## src/rtl/fifo_pkg.sv

```systemverilog
// Shared definitions for the block-RAM FWFT FIFO: count width helper and RAM read latency.
package fifo_pkg;

    localparam int RAM_LATENCY = 1;

    function automatic int cnt_width(input int depth);
        return $clog2(depth) + 1;
    endfunction

endpackage

```

## src/rtl/dual_port_bram.sv

```systemverilog
// True dual-port block RAM, single clock, registered read port B, no_change write mode on both ports.
module dual_port_bram #(
    parameter int DATA_WIDTH = 32,
    parameter int DEPTH      = 16,
    parameter int LATENCY    = 1,
    localparam int ADDR_W    = $clog2(DEPTH)
) (
    input  logic                  clk,
    input  logic                  rst,
    input  logic                  ena,
    input  logic                  wea,
    input  logic [ADDR_W-1:0]     addra,
    input  logic [DATA_WIDTH-1:0] dina,
    input  logic                  enb,
    input  logic                  web,
    input  logic [ADDR_W-1:0]     addrb,
    input  logic [DATA_WIDTH-1:0] dinb,
    output logic [DATA_WIDTH-1:0] doutb
);

    logic [DATA_WIDTH-1:0] mem [DEPTH];

    always_ff @(posedge clk) begin
        if (ena && wea) begin
            mem[addra] <= dina;
        end
        if (enb && web) begin
            mem[addrb] <= dinb;
        end
    end

    // Output register resets synchronously and holds its value whenever port B is idle or writing.
    generate
        if (LATENCY == 1) begin : g_lat1
            always_ff @(posedge clk) begin
                if (rst) begin
                    doutb <= '0;
                end else if (enb && !web) begin
                    doutb <= mem[addrb];
                end
            end
        end else begin : g_unsupported
            assign doutb = '0;
        end
    endgenerate

endmodule

```

## src/rtl/bram_fwft_fifo.sv

```systemverilog
// First-word-fall-through FIFO over a 1-cycle-latency dual-port RAM; the RAM output register is the head stage.
module bram_fwft_fifo
    import fifo_pkg::*;
#(
    parameter int DATA_WIDTH = 32,
    parameter int DEPTH      = 16,
    localparam int CNT_W     = cnt_width(DEPTH)
) (
    input  logic                  clk,
    input  logic                  rst,
    input  logic                  flush,
    input  logic                  push,
    input  logic [DATA_WIDTH-1:0] push_data,
    output logic                  full,
    input  logic                  pop,
    output logic                  valid,
    output logic [DATA_WIDTH-1:0] pop_data,
    output logic [CNT_W-1:0]      count,
    output logic                  overflow,
    output logic                  underflow
);

    localparam int PTR_W = $clog2(DEPTH);

    logic [PTR_W-1:0] wr_ptr_q, wr_ptr_d;
    logic [PTR_W-1:0] rd_ptr_q, rd_ptr_d;
    logic [CNT_W-1:0] ram_cnt_q, ram_cnt_d;
    logic             out_valid_q, out_valid_d;
    logic             overflow_q, overflow_d;
    logic             underflow_q, underflow_d;
    logic             wr_en, rd_en, pop_acc;

    assign count     = ram_cnt_q + CNT_W'(out_valid_q);
    assign full      = (count == CNT_W'(DEPTH));
    assign valid     = out_valid_q;
    assign overflow  = overflow_q;
    assign underflow = underflow_q;

    assign wr_en   = push && !full && !flush;
    assign pop_acc = pop && out_valid_q && !flush;
    // A read is only issued for words already written, so ports A and B never share an address.
    assign rd_en   = (ram_cnt_q != '0) && (!out_valid_q || pop_acc) && !flush;

    always_comb begin
        wr_ptr_d    = wr_ptr_q;
        rd_ptr_d    = rd_ptr_q;
        ram_cnt_d   = ram_cnt_q;
        out_valid_d = out_valid_q;
        overflow_d  = 1'b0;
        underflow_d = 1'b0;
        if (flush) begin
            wr_ptr_d    = '0;
            rd_ptr_d    = '0;
            ram_cnt_d   = '0;
            out_valid_d = 1'b0;
        end else begin
            overflow_d  = push && full;
            underflow_d = pop && !out_valid_q;
            if (wr_en) begin
                wr_ptr_d = wr_ptr_q + PTR_W'(1);
            end
            if (rd_en) begin
                rd_ptr_d = rd_ptr_q + PTR_W'(1);
            end
            ram_cnt_d = ram_cnt_q + CNT_W'(wr_en) - CNT_W'(rd_en);
            if (rd_en) begin
                out_valid_d = 1'b1;
            end else if (pop_acc) begin
                out_valid_d = 1'b0;
            end
        end
    end

    always_ff @(posedge clk or posedge rst) begin
        if (rst) begin
            wr_ptr_q    <= '0;
            rd_ptr_q    <= '0;
            ram_cnt_q   <= '0;
            out_valid_q <= 1'b0;
            overflow_q  <= 1'b0;
            underflow_q <= 1'b0;
        end else begin
            wr_ptr_q    <= wr_ptr_d;
            rd_ptr_q    <= rd_ptr_d;
            ram_cnt_q   <= ram_cnt_d;
            out_valid_q <= out_valid_d;
            overflow_q  <= overflow_d;
            underflow_q <= underflow_d;
        end
    end

    dual_port_bram #(
        .DATA_WIDTH (DATA_WIDTH),
        .DEPTH      (DEPTH),
        .LATENCY    (RAM_LATENCY)
    ) u_ram (
        .clk   (clk),
        .rst   (rst),
        .ena   (wr_en),
        .wea   (wr_en),
        .addra (wr_ptr_q),
        .dina  (push_data),
        .enb   (rd_en),
        .web   (1'b0),
        .addrb (rd_ptr_q),
        .dinb  ('0),
        .doutb (pop_data)
    );

endmodule

```

## config.mk

```make
export PLATFORM = sky130hd
export DESIGN_NAME = bram_fwft_fifo
export DESIGN_NICKNAME = d
export VERILOG_FILES = /design/src/rtl/fifo_pkg.sv /design/src/rtl/dual_port_bram.sv /design/src/rtl/bram_fwft_fifo.sv
export SDC_FILE = /design/constraint.sdc
export NUM_CORES = 1
export LEC_CHECK = 0
export CORE_MARGIN = 5
export CORE_UTILIZATION = 53
export CTS_BUF_LIST = sky130_fd_sc_hd__clkbuf_2 sky130_fd_sc_hd__clkbuf_4 sky130_fd_sc_hd__clkbuf_8
export DETAILED_ROUTE_END_ITERATION = 6
export PLACE_DENSITY = 0.8
export SLEW_MARGIN = 40
export SYNTH_ARGS = -nofsm -noshare
export SYNTH_HDL_FRONTEND = slang
export SYNTH_SLANG_ARGS = --single-unit
```

## constraint.sdc

```tcl
create_clock -name clk -period 6.4 [get_ports clk]
set_clock_uncertainty 0.2 [all_clocks]
set_input_delay 1.28 -clock clk [delete_from_list [all_inputs] [get_ports clk]]
set_output_delay 1.28 -clock clk [all_outputs]
set_load 0.02 [all_outputs]
```

### Yosys cells after proc, flatten, opt, wreduce, memory -nomap -nowiden

Memory sizes are Yosys's and may differ from the RTL's. A register that Yosys moved wholly into a read port is not among the register bits.
Index checks and enable logic that the tools add are counted.

* $add $sub $neg: 5
* $mul: 0
* div/mod/pow operators: 0
* magnitude comparators: 0
* equal/unequal tests: 1
* shift-type cells: 0
* multiplexer cells: 12
* bitwise logic cells: 0
* reduce and logical (&&, ||, !) cells: 16

Operator list (count)
* $mux W4: 4
* $add A5 B1 Y5: 2
* $add A4 B1 Y4 const B: 2
* $logic_and A1 B1 Y1: 8
* $mux W1: 7
* $eq A5 B5 Y1 const B: 1
* $mux W5: 1
* $reduce_bool A5 Y1: 1
* $sub A5 B1 Y5: 1
* $reduce_bool A2 Y1: 2
* $logic_not A1 Y1: 3
* $reduce_bool A3 Y1: 1
* $logic_or A1 B1 Y1: 1

* register bits after elaboration: 16
* bits in latches: 0
* bits in writable memories: 512
* ROM bits: 0
* input port bits: 37
* output and inout port bits: 41
* logic and storage cells: 41
* memories: 1

Memories
* u_ram.mem: depth 16, bits a word 32, rd ports 1, clocked after memory_dff 1, write ports 1, line dual_port_bram.sv:21 `logic [DATA_WIDTH-1:0] mem [DEPTH];`

### Logic depth before layout (Yosys ltp)

Gate-level depths: netlist of the first run.

* depth after elaboration: 8
* depth in mapped cells: 14
* gate-level depth less buffers: 14

### Modules after synthesis

Synthesis of the first run repeated with hierarchy kept, for this count alone.

* cell total of the unflattened synthesis: 1756
* area, all modules: 28103.2 µm²

Modules (own cells, without submodules)
* dual_port_bram: times used 1, cells each 1647, area each 27054.7 µm², sequential area each 16015.4 µm²
* bram_fwft_fifo: times used 1, cells each 109, area each 1048.5 µm², sequential area each 400.4 µm²

### Worst setup path after synthesis of the first run

OpenSTA, ideal clock, no wires.

* path kind: input-to-reg
* start point: input port flush
* end point: memory u_ram.mem[4][0], enable pin
* library setup time: 0.513 ns
* arrival time: 5.207 ns
* required time: 5.687 ns
* setup slack: 0.480 ns
* cell stages on the path: 4
* path buffers: 1
* cell sequence: clkbuf_1 > nor2b_1 > nand2_1 > nor4b_1

* word-level cells in the longest chain between the ends: 4

RTL lines
* start: declaration: line bram_fwft_fifo.sv:11 `input logic flush,`
* $logic_not A1 Y1: line bram_fwft_fifo.sv:39 `assign wr_en = push && !full && !flush;`
* $logic_and A1 B1 Y1: line bram_fwft_fifo.sv:39
* $mux W1: line dual_port_bram.sv:24 `if (ena && wea) begin`
* $mux W1 (implied by the code): line dual_port_bram.sv:25 `mem[addra] <= dina;`
* end: declaration: line dual_port_bram.sv:21

Every way passes these cells.

### Final worst setup path of the first run

* start point: register ram_cnt_q[0]
* end point: output port full

* word-level cells in the longest chain between the ends: 2

RTL lines
* start: declaration: line bram_fwft_fifo.sv:27 `logic [CNT_W-1:0] ram_cnt_q, ram_cnt_d;`
* start signal: assignment: line bram_fwft_fifo.sv:85 `ram_cnt_q <= ram_cnt_d;`
* $add A5 B1 Y5: line bram_fwft_fifo.sv:33 `assign count = ram_cnt_q + CNT_W'(out_valid_q);`
* $eq A5 B5 Y1: line bram_fwft_fifo.sv:34 `assign full = (count == CNT_W'(DEPTH));`
* end: declaration: line bram_fwft_fifo.sv:14 `output logic full,`

Every way passes these cells.

==> out/results.ini, run 1 <==
[layout]
layout.filler_cells=2694
most-common-layout-cells=edfxtp_1, mux4_2, clkbuf_8
final_cell_count_no_fill=1723
areaGrowthSynthToFinish_pct=15.6
nets=1174
final_cell_area_mm2=0.0249
final_layout_size_suffix_gt1_frac=0.276
layout_commonest_cell=edfxtp_1
fin_util=0.615

[power]
power.sequential.fraction=0.470
internal_uw=6920
power.static_leakage_uw=0.00794
switching_share=0.255
power_per_cell_area_mw_per_mm2=372
share_comb_of_total_power=0.201
power_switching_uw=2370
worst_vdd_rail_ir_drop_uv=257
pwr-share-clk=0.329

[floorplanning]
boundaryPins=78
floorplan.die_area_mm2=0.0449
die_height_um=212
chipWidth_um=212
num_rows=74
coreArea_mm2=0.0406
floorplan.initialDensity=0.532

[hold_path]
min_path_type=reg2reg
hold_depth=2

[grt]
overflow=0
initial_antenna_violation_count=1
grt_util_met1=0.253
globalRouteTotalUtil=0.186
grt_first_pass_wirelength_um=63500
groute.layer.met3.usage=0.0323
grt_pass1_vias=10900
grtUsageMet2=0.312
gr-max-usage-layer=met2
grt_max_degree=62

[yosys]
syn-instance-count=988
synth_cell_type_count=47
postSynthAreaPerCell_um2=21.8
synth-warning-count=0
synthesis.area_mm2=0.0216
synth-seq-area-share=0.761
postSynthRegisterBits=560
net_count_after_synthesis=1041

[worst_setup_path]
cell_count_of_the_worst_reg_to_reg_path=14
max_stage_delay_ps=720
path_class=reg2out
critical_path_peak_fanout=6
worstPathBufferInverterCount=1
timing.critical_path.mode_cell=ha_1
cp_top_family=simple AND/OR/NAND/NOR gates
crit_slowest_cell=clkdlybuf4s50_1
required_arrival_time_at_the_worst_endpoint_ps=4920
endpoint_kind=primary output
type_of_element_launching_the_critical_path=flop
worstSetupPathDepth=6
worstPathCellList=ha_1 > ha_1 > or3b_1 > and3_4 > nor3_4 > clkdlybuf4s50_1
timing.critical_path.arrival_ps=3350

[placement]
post-dp-hpwl_um=23500
placement.cell_area_mm2=0.0231
global_placer_s_final_weighted_congestion=0.755
placed_cell_count=1566
io_buffer_count=77

[clock_network]
cts_buffer_depth=3
clkTransAtPathRegs_ps=60
post_cts.resized_instances=0
postCtsSetupRepairBufs=0
htreeDepth=3
tritoncts.num_buffers=83
ctsHoldBuffers=0
worst_skew_pair.late_latency_ps=620
tritoncts=built
clock_tree.root_cell=clkbuf_8
cts_num_sinks=560

[timing]
hold_viol_final=0
tightest_slew_ps=802
max_slew_margin=0.464
timing.fmax_mhz=207
final-max-slew-violation-count=0
setup-tns-final_ps=0
fin_hold_ws_ps=277
setup_violations=0
grt_setup_unrepaired=no
final_period_utilization=0.755
final_period_minus_worst_setup_slack_ps=4830

[routing]
drt_pass1_iterations=5
drtIter0Drc=915
postRouteAntennaNets=0
vias_per_cell=5.88
detail_route.wirelength_um=40700
detail_route.wl_per_cell_um=23.6
remaining_drc_errors=0
vias=10100

[job]
cap_violations=0

[status]
result_of_the_run=completed

==> cells in the mapped netlist, drive strengths merged <==
cell | instances | area share
a21boi | 1 | 0.00035
a21o | 3 | 0.0010
a21oi | 7 | 0.0016
a221oi | 1 | 0.00070
a2bb2oi | 32 | 0.013
and2 | 1 | 0.00029
and3 | 1 | 0.00052
and4b | 5 | 0.0024
and4bb | 4 | 0.0023
buf | 36 | 0.010
clkbuf | 16 | 0.0028
dfrtp | 16 | 0.019
dfxtp | 32 | 0.030
edfxtp | 512 | 0.71
fa | 1 | 0.00093
ha | 15 | 0.0087
inv | 10 | 0.0017
mux2 | 2 | 0.0010
mux2i | 64 | 0.030
mux4 | 128 | 0.13
nand2 | 4 | 0.00070
nand2b | 2 | 0.00058
nand3 | 8 | 0.0019
nand4 | 4 | 0.0012
nand4b | 3 | 0.0012
nor2 | 13 | 0.0023
nor2b | 7 | 0.0020
nor3 | 5 | 0.0017
nor3b | 3 | 0.0010
nor4 | 1 | 0.00029
nor4b | 4 | 0.0023
o21ai | 33 | 0.0077
o21bai | 1 | 0.00035
o311ai | 1 | 0.00041
o31a | 1 | 0.00041
or2 | 1 | 0.00029
or3b | 1 | 0.00041
or4b | 1 | 0.00046
xnor2 | 5 | 0.0020
xor2 | 3 | 0.0012
==> final timing paths <==
kind                                                   start                      endpoint  slack (ps)
worst max-delay path                  ram_cnt_q[0]$_DFF_PP0_                          full        1570
worst min-delay path            u_ram.doutb[25]$_SDFFE_PP0P_  u_ram.doutb[25]$_SDFFE_PP0P_         280
worst max register to register        ram_cnt_q[0]$_DFF_PP0_        ram_cnt_q[4]$_DFF_PP0_        2610
worst min register to register  u_ram.doutb[25]$_SDFFE_PP0P_  u_ram.doutb[25]$_SDFFE_PP0P_         280
max in group asynchronous                                rst       rd_ptr_q[1]$_DFFE_PP0P_        4490
min in group asynchronous                                rst       rd_ptr_q[3]$_DFFE_PP0P_         940
==> worst min-delay path: stages, from the launching register on <==
cell and delay (ps):
dfxtp_1 330, a2bb2oi_1 60, o21ai_1 60
==> kinds of logic after synthesis <==
family          after synthesis  synth area share
flops                       560             0.761
mux                         194             0.164
compound gates               80            0.0255
simple gates                 68            0.0218
buf+inv                      62            0.0149
fa+ha+maj                    16           0.00962
xor+xnor                      8           0.00325
==> cell type report <==
| class | instances | area, µm² | area share |
|---|---|---|---|
| clock inverter | 19 | 173 | 0.00692 |
| antenna | 1 | 2.50 | 0.000100 |
| timing repair buffer | 100 | 1030 | 0.0415 |
| multi-input combinational | 366 | 4950 | 0.198 |
| inverter | 10 | 37.5 | 0.00150 |
| clock buffer | 135 | 1660 | 0.0665 |
| sequential | 560 | 16400 | 0.659 |
| tap | 532 | 666 | 0.0267 |
==> sequential cells by signal, indices dropped and copies added (netlist names) <==
register     cells
ram_cnt_q        5
rd_ptr_q         4
u_ram.mem      512
underflow        1
overflow         1
u_ram.doutb     32
valid            1
wr_ptr_q         4
==> power groups by stage <==
| stage | combinational (µW) | sequential (µW) | clock [µW] |
|---|---|---|---|
| 2_1_floorplan | 1380 | 4380 | 0 |
| 3_3_place_gp | 1800 | 4460 | 0 |
| 3_5_place_dp | 1840 | 4470 | 0 |
| 4_1_cts | 1850 | 4390 | 3130 |
| 5_1_grt | 2010 | 4390 | 3300 |
| 6_report | 1870 | 4360 | 3060 |
==> per-stage QoR <==
step	setup WS (ps)	power, µW
global placement	1990	6260
finish	1570	9290
global route	1450	9700
CTS	1220	9370
floorplan	480	5770
detailed placement	1820	6310
==> per-layer routing <==
layer | share of wire | vias up
li1 | - | 4417
met1 | 0.41 | 5299
met2 | 0.51 | 340
met3 | 0.054 | 68
met4 | 0.022 | 0
met5 | 0 | -
Power figures use the tool's default switching activity.
==> run 2, diff against run 1 <==
==> constraint.sdc (replaced) <==
create_clock -name clk -period 5.05 [get_ports clk]
set_clock_uncertainty 0.2 [all_clocks]
set_input_delay 1.01 -clock clk [delete_from_list [all_inputs] [get_ports clk]]
set_output_delay 1.01 -clock clk [all_outputs]
set_load 0.02 [all_outputs]
==> out/results.ini, run 2 (synthesis results as in run 1) <==
[routing]
drtIter0Drc=991  ; +8.3%
drt_pass1_iterations=4  ; -1
postRouteAntennaNets=0  ; unchanged
detail_route.wl_per_cell_um=25.0  ; +5.7%
remaining_drc_errors=0  ; unchanged
detail_route.wirelength_um=43400  ; +6.5%
vias=10300  ; +1.7%
vias_per_cell=5.93  ; +0.94%

[timing]
final_period_minus_worst_setup_slack_ps=4220
finalWorstSetupSlack_ps=825  ; -745 ps
tightest_slew_ps=816  ; +14.0 ps
grt_setup_unrepaired=no
final-max-slew-violation-count=0  ; unchanged
timing.fmax_mhz=237
setup_violations=0  ; unchanged
setup-tns-final_ps=0  ; unchanged
hold_viol_final=0  ; unchanged
final_period_utilization=0.837
max_slew_margin=0.455  ; -0.00898

[worst_setup_path]
timing.critical_path.from=valid$_DFFE_PP0P_
worst_r2r_startpoint=valid$_DFFE_PP0P_
critical_path_peak_fanout=5  ; -1
setup.reg_to_reg.worst_slack_ps=1310  ; -1300 ps
critical_path.endpoint=full
type_of_element_launching_the_critical_path=flop
cell_count_of_the_worst_reg_to_reg_path=14  ; unchanged
path_class=reg2out
required_arrival_time_at_the_worst_endpoint_ps=3840  ; -1080 ps
crit-reg2reg-capture=ram_cnt_q[4]$_DFF_PP0_
endpoint_kind=primary output
timing.critical_path.arrival_ps=3010  ; -340 ps

[layout]
final_layout_size_suffix_gt1_frac=0.266  ; -0.00941
most-common-layout-cells=edfxtp_1, mux4_2, clkbuf_8
nets=1185  ; +0.94%
largest_registers=u_ram.mem (512), u_ram.doutb (32), ram_cnt_q (5)
areaGrowthSynthToFinish_pct=15.6  ; about the same
layout_commonest_cell=edfxtp_1
largest_register_ff_count=512  ; unchanged
final_cell_area_mm2=0.0250  ; about the same
layout.filler_cells=2673  ; -0.78%
register_containing_the_most_flip_flops_in_the_final_layout=u_ram.mem

[grt]
initial_antenna_violation_count=3  ; +2
grt_first_pass_wirelength_um=66800  ; +5.3%
grt_pass1_vias=10900  ; -0.092%
globalRouteTotalUtil=0.199  ; +0.0127
grt_max_degree=63  ; +1.6%
overflow=0  ; unchanged

[floorplanning]
num_rows=74  ; unchanged
die_height_um=212  ; unchanged
floorplan.initialDensity=0.532  ; unchanged
coreArea_mm2=0.0406  ; unchanged
floorplan.die_area_mm2=0.0449  ; unchanged
boundaryPins=78  ; unchanged
chipWidth_um=212  ; unchanged

[placement]
post-dp-hpwl_um=25000  ; +6.3%
dp_slack_ps=921  ; -898 ps
global_placer_s_final_weighted_congestion=0.761  ; +0.89%
placement.cell_area_mm2=0.0232  ; +0.49%
io_buffer_count=77  ; unchanged

[job]
cap_violations=0  ; unchanged

[clock_network]
cts_num_sinks=560  ; unchanged
clock_tree.root_cell=clkbuf_8
htreeDepth=3  ; unchanged
clkTransAtPathRegs_ps=60  ; about the same
postCtsSetupRepairBufs=0  ; unchanged
tritoncts=built
ctsHoldBuffers=0  ; unchanged
cts_buffer_depth=3  ; unchanged
tritoncts.num_buffers=85  ; +2.4%
post_cts.resized_instances=0  ; unchanged
worst_skew_pair.late_latency_ps=630  ; about the same

[status]
result_of_the_run=completed

[power]
worst_vdd_rail_ir_drop_uv=258  ; +0.45%
power_per_cell_area_mw_per_mm2=471  ; +27%
power.static_leakage_uw=0.00794  ; about the same

[hold_path]
min_path_type=reg2reg
hold_depth=2  ; unchanged

==> run 2: stage by stage <==
| step | power, µW | util | instances | hold WS [ps] |
|---|---|---|---|---|
| 2_1_floorplan | 7310 | - | 988 | 347 |
| 3_3_place_gp | 7990 | 0.570 | 1574 | 255 |
| 3_5_place_dp | 8080 | 0.572 | 1577 | 264 |
| 4_1_cts | 11900 | 0.615 | 1734 | 278 |
| 5_1_grt | 12300 | 0.615 | 1736 | 314 |
| 6_report | 11800 | 0.615 | 1736 | 271 |
==> run 2: power by group <==
part           total (µW)  switching (µW)  internal (µW)  leakage, µW
combinational        2460            1170           1290      0.00193
clock                3810            1690           2120     0.000921
sequential           5490             220           5270      0.00508
==> run 2: worst max-delay path, stage by stage, from the launching register on <==
cell             delay, ps
dfrtp_1                430
ha_1                   260
ha_1                   250
or3b_1                 420
and3_4                 200
nor3_4                 190
clkdlybuf4s50_1        640
==> run 2: worst min path at each step <==
stage	start	slack [ps]	endpoint
floorplan	rd_ptr_q[2]$_DFFE_PP0P_	350	rd_ptr_q[2]$_DFFE_PP0P_
global placement	u_ram.doutb[24]$_SDFFE_PP0P_	260	u_ram.doutb[24]$_SDFFE_PP0P_
detailed placement	u_ram.doutb[28]$_SDFFE_PP0P_	260	u_ram.doutb[28]$_SDFFE_PP0P_
CTS	u_ram.doutb[28]$_SDFFE_PP0P_	280	u_ram.doutb[28]$_SDFFE_PP0P_
global route	u_ram.doutb[25]$_SDFFE_PP0P_	310	u_ram.doutb[25]$_SDFFE_PP0P_
finish	u_ram.doutb[28]$_SDFFE_PP0P_	270	u_ram.doutb[28]$_SDFFE_PP0P_
==> run 2: final cells by class <==
type	instances	area, µm²	area share
Multi-Input combinational cell	366	4920	0.197
Clock buffer	114	1440	0.0576
Clock inverter	43	328	0.0131
Sequential cell	560	16400	0.658
Timing Repair Buffer	109	1140	0.0455
Antenna cell	2	5.00	0.000201
Inverter	10	37.5	0.00150
Tap cell	532	666	0.0267
==> run 2: per-layer routing <==
| metal | wire, µm | part of all wire | global-route usage | up-vias |
|---|---|---|---|---|
| met1 | 17500 | 0.40 | 0.271 | 5446 |
| met5 | 13 | 0.00030 | 0 | - |
| met2 | 22400 | 0.52 | 0.331 | 333 |
| li1 | - | - | - | 4435 |
| met3 | 2620 | 0.061 | 0.0421 | 80 |
| met4 | 780 | 0.018 | 0.0564 | 2 |
==> run 3, diff against run 2 <==
==> constraint.sdc (replaced) <==
create_clock -name clk -period 4 [get_ports clk]
set_clock_uncertainty 0.2 [all_clocks]
set_input_delay 0.8 -clock clk [delete_from_list [all_inputs] [get_ports clk]]
set_output_delay 0.8 -clock clk [all_outputs]
set_load 0.02 [all_outputs]
==> out/results.ini, run 3 (synthesis results as in run 1) <==
[timing]
max_slew_margin=0.416  ; -0.0390
final_period_utilization=0.934
finalWorstSetupSlack_ps=263  ; -562 ps
hold_viol_final=0  ; unchanged
setup_violations=0  ; unchanged
timing.fmax_mhz=268
tightest_slew_ps=876  ; +60.4 ps
final-max-slew-violation-count=0  ; unchanged
grt_setup_unrepaired=no
final_period_minus_worst_setup_slack_ps=3740

[layout]
layout_commonest_cell=edfxtp_1
largest_registers=u_ram.mem (512), u_ram.doutb (32), ram_cnt_q (5)
final_cell_count_no_fill=1733  ; -0.17%
final_layout_size_suffix_gt1_frac=0.274  ; +0.00772
layout.filler_cells=2675  ; +0.075%
areaGrowthSynthToFinish_pct=16.3
insertedDiodeCount=0  ; -2
largest_register_ff_count=512  ; unchanged
most-common-layout-cells=edfxtp_1, mux4_2, clkbuf_8
register_containing_the_most_flip_flops_in_the_final_layout=u_ram.mem
nets=1186  ; +0.084%

[placement]
placed_cell_count=1577  ; unchanged
post-dp-hpwl_um=23000  ; -7.8%
dp_slack_ps=318  ; -603 ps
global_placer_s_final_weighted_congestion=0.772  ; +1.4%
io_buffer_count=77  ; unchanged

[worst_setup_path]
required_arrival_time_at_the_worst_endpoint_ps=3000  ; -840 ps
timing.critical_path.mode_cell=ha_1
max_stage_delay_ps=420  ; -220 ps
endpoint_kind=primary output
type_of_element_launching_the_critical_path=flop
worstPathCellList=ha_1 > ha_1 > or3b_1 > and3_4 > nor3_4 > dlygate4sd2_1
crit_slowest_cell=dfrtp_1
path_class=reg2out
timing.critical_path.arrival_ps=2740  ; -270 ps
critical_path_peak_fanout=5  ; unchanged

[power]
worst_vdd_rail_ir_drop_uv=365  ; +42%
power_per_cell_area_mw_per_mm2=590  ; +25%
power.static_leakage_uw=0.00799  ; +0.69%
design_power_total_uw=14800  ; +26%

[routing]
remaining_drc_errors=0  ; unchanged
vias=10300  ; -0.24%
detail_route.wl_per_cell_um=24.7  ; -1.3%
drtIter0Drc=846  ; -15%
vias_per_cell=5.93  ; about the same
detail_route.wirelength_um=42800  ; -1.4%
drt_pass1_iterations=5  ; +1
postRouteAntennaNets=0  ; unchanged

[clock_network]
clkTransAtPathRegs_ps=60  ; about the same
cts_num_sinks=560  ; unchanged
tritoncts=built
postCtsSetupRepairBufs=0  ; unchanged
htreeDepth=3  ; unchanged
clock_tree.root_cell=clkbuf_8
tritoncts.num_buffers=86  ; +1.2%
cts_buffer_depth=3  ; unchanged
worst_skew_pair.late_latency_ps=620  ; about the same

[floorplanning]
coreArea_mm2=0.0406  ; unchanged
die_height_um=212  ; unchanged
chipWidth_um=212  ; unchanged
num_rows=74  ; unchanged
floorplan.initialDensity=0.532  ; unchanged
boundaryPins=78  ; unchanged
floorplan.die_area_mm2=0.0449  ; unchanged

[job]
cap_violations=0  ; unchanged

[grt]
overflow=0  ; unchanged
grt_max_degree=63  ; unchanged
grt_first_pass_wirelength_um=65300  ; -2.3%
globalRouteTotalUtil=0.193  ; -0.00585
initial_antenna_violation_count=1  ; -2
grt_pass1_vias=10900  ; +0.13%

[status]
result_of_the_run=completed

[hold_path]
min_path_type=reg2reg

run 3: area by class of cell:
cell class | instances | area, µm² | area share
multi-input cells | 366 | 4950 | 0.197
well taps | 532 | 666 | 0.0265
flip-flops and latches | 560 | 16400 | 0.654
clock inverters | 27 | 203 | 0.00807
repair buffers | 109 | 1230 | 0.0492
inverters | 10 | 37.5 | 0.00149
clock buffers | 129 | 1590 | 0.0632
run 3: critical path: cells and delay by family, from the launching register on:
kind | cells | cell delay, ps
and+or+nand+nor | 3 | 810
adders and majority gates | 2 | 520
DFF | 1 | 420
buffers and inverters | 1 | 370
run 3: final timing paths:
check / depth (start not counted) / start / slack [ps] / to
max: 6 / valid$_DFFE_PP0P_ / 260 / full
min: 2 / u_ram.doutb[24]$_SDFFE_PP0P_ / 280 / u_ram.doutb[24]$_SDFFE_PP0P_
max reg2reg: 14 / valid$_DFFE_PP0P_ / 470 / ram_cnt_q[4]$_DFF_PP0_
min reg2reg: 2 / u_ram.doutb[24]$_SDFFE_PP0P_ / 280 / u_ram.doutb[24]$_SDFFE_PP0P_
max in group asynchronous: 3 / rst / 2770 / ram_cnt_q[1]$_DFF_PP0_
min in group asynchronous: 2 / rst / 360 / ram_cnt_q[0]$_DFF_PP0_
run 3: power breakdown:
group          switching (µW)  internal (µW)  total (µW)
clock                    2080           2730        4810
combinational            1400           1630        3030
sequential                329           6650        6980
total                    3800          11000       14800
run 3: timing repair:
item | 4_1_cts | 5_1_grt
hold buffers | 0 | 0
endpoints found under the setup margin | 1 | 0
gates resized for setup | 1 | 0
run 3: stage by stage:
step / util / hold WS, ps / area [µm²] / TNS [ps]
2_1_floorplan: - / 347 / 21600 / -16490
3_3_place_gp: 0.575 / 258 / 23300 / 0
3_5_place_dp: 0.575 / 266 / 23300 / 0
4_1_cts: 0.619 / 279 / 25100 / 0
5_1_grt: 0.619 / 304 / 25100 / 0
6_report: 0.619 / 278 / 25100 / 0
run 3: routing by layer:
metal	vias to the layer above	routed length (µm)	GRT usage
li1	4448	-	-
met1	5381	17300	0.263
met2	378	22100	0.323
met3	62	2690	0.0396
met4	2	638	0.0520
met5	-	13	0
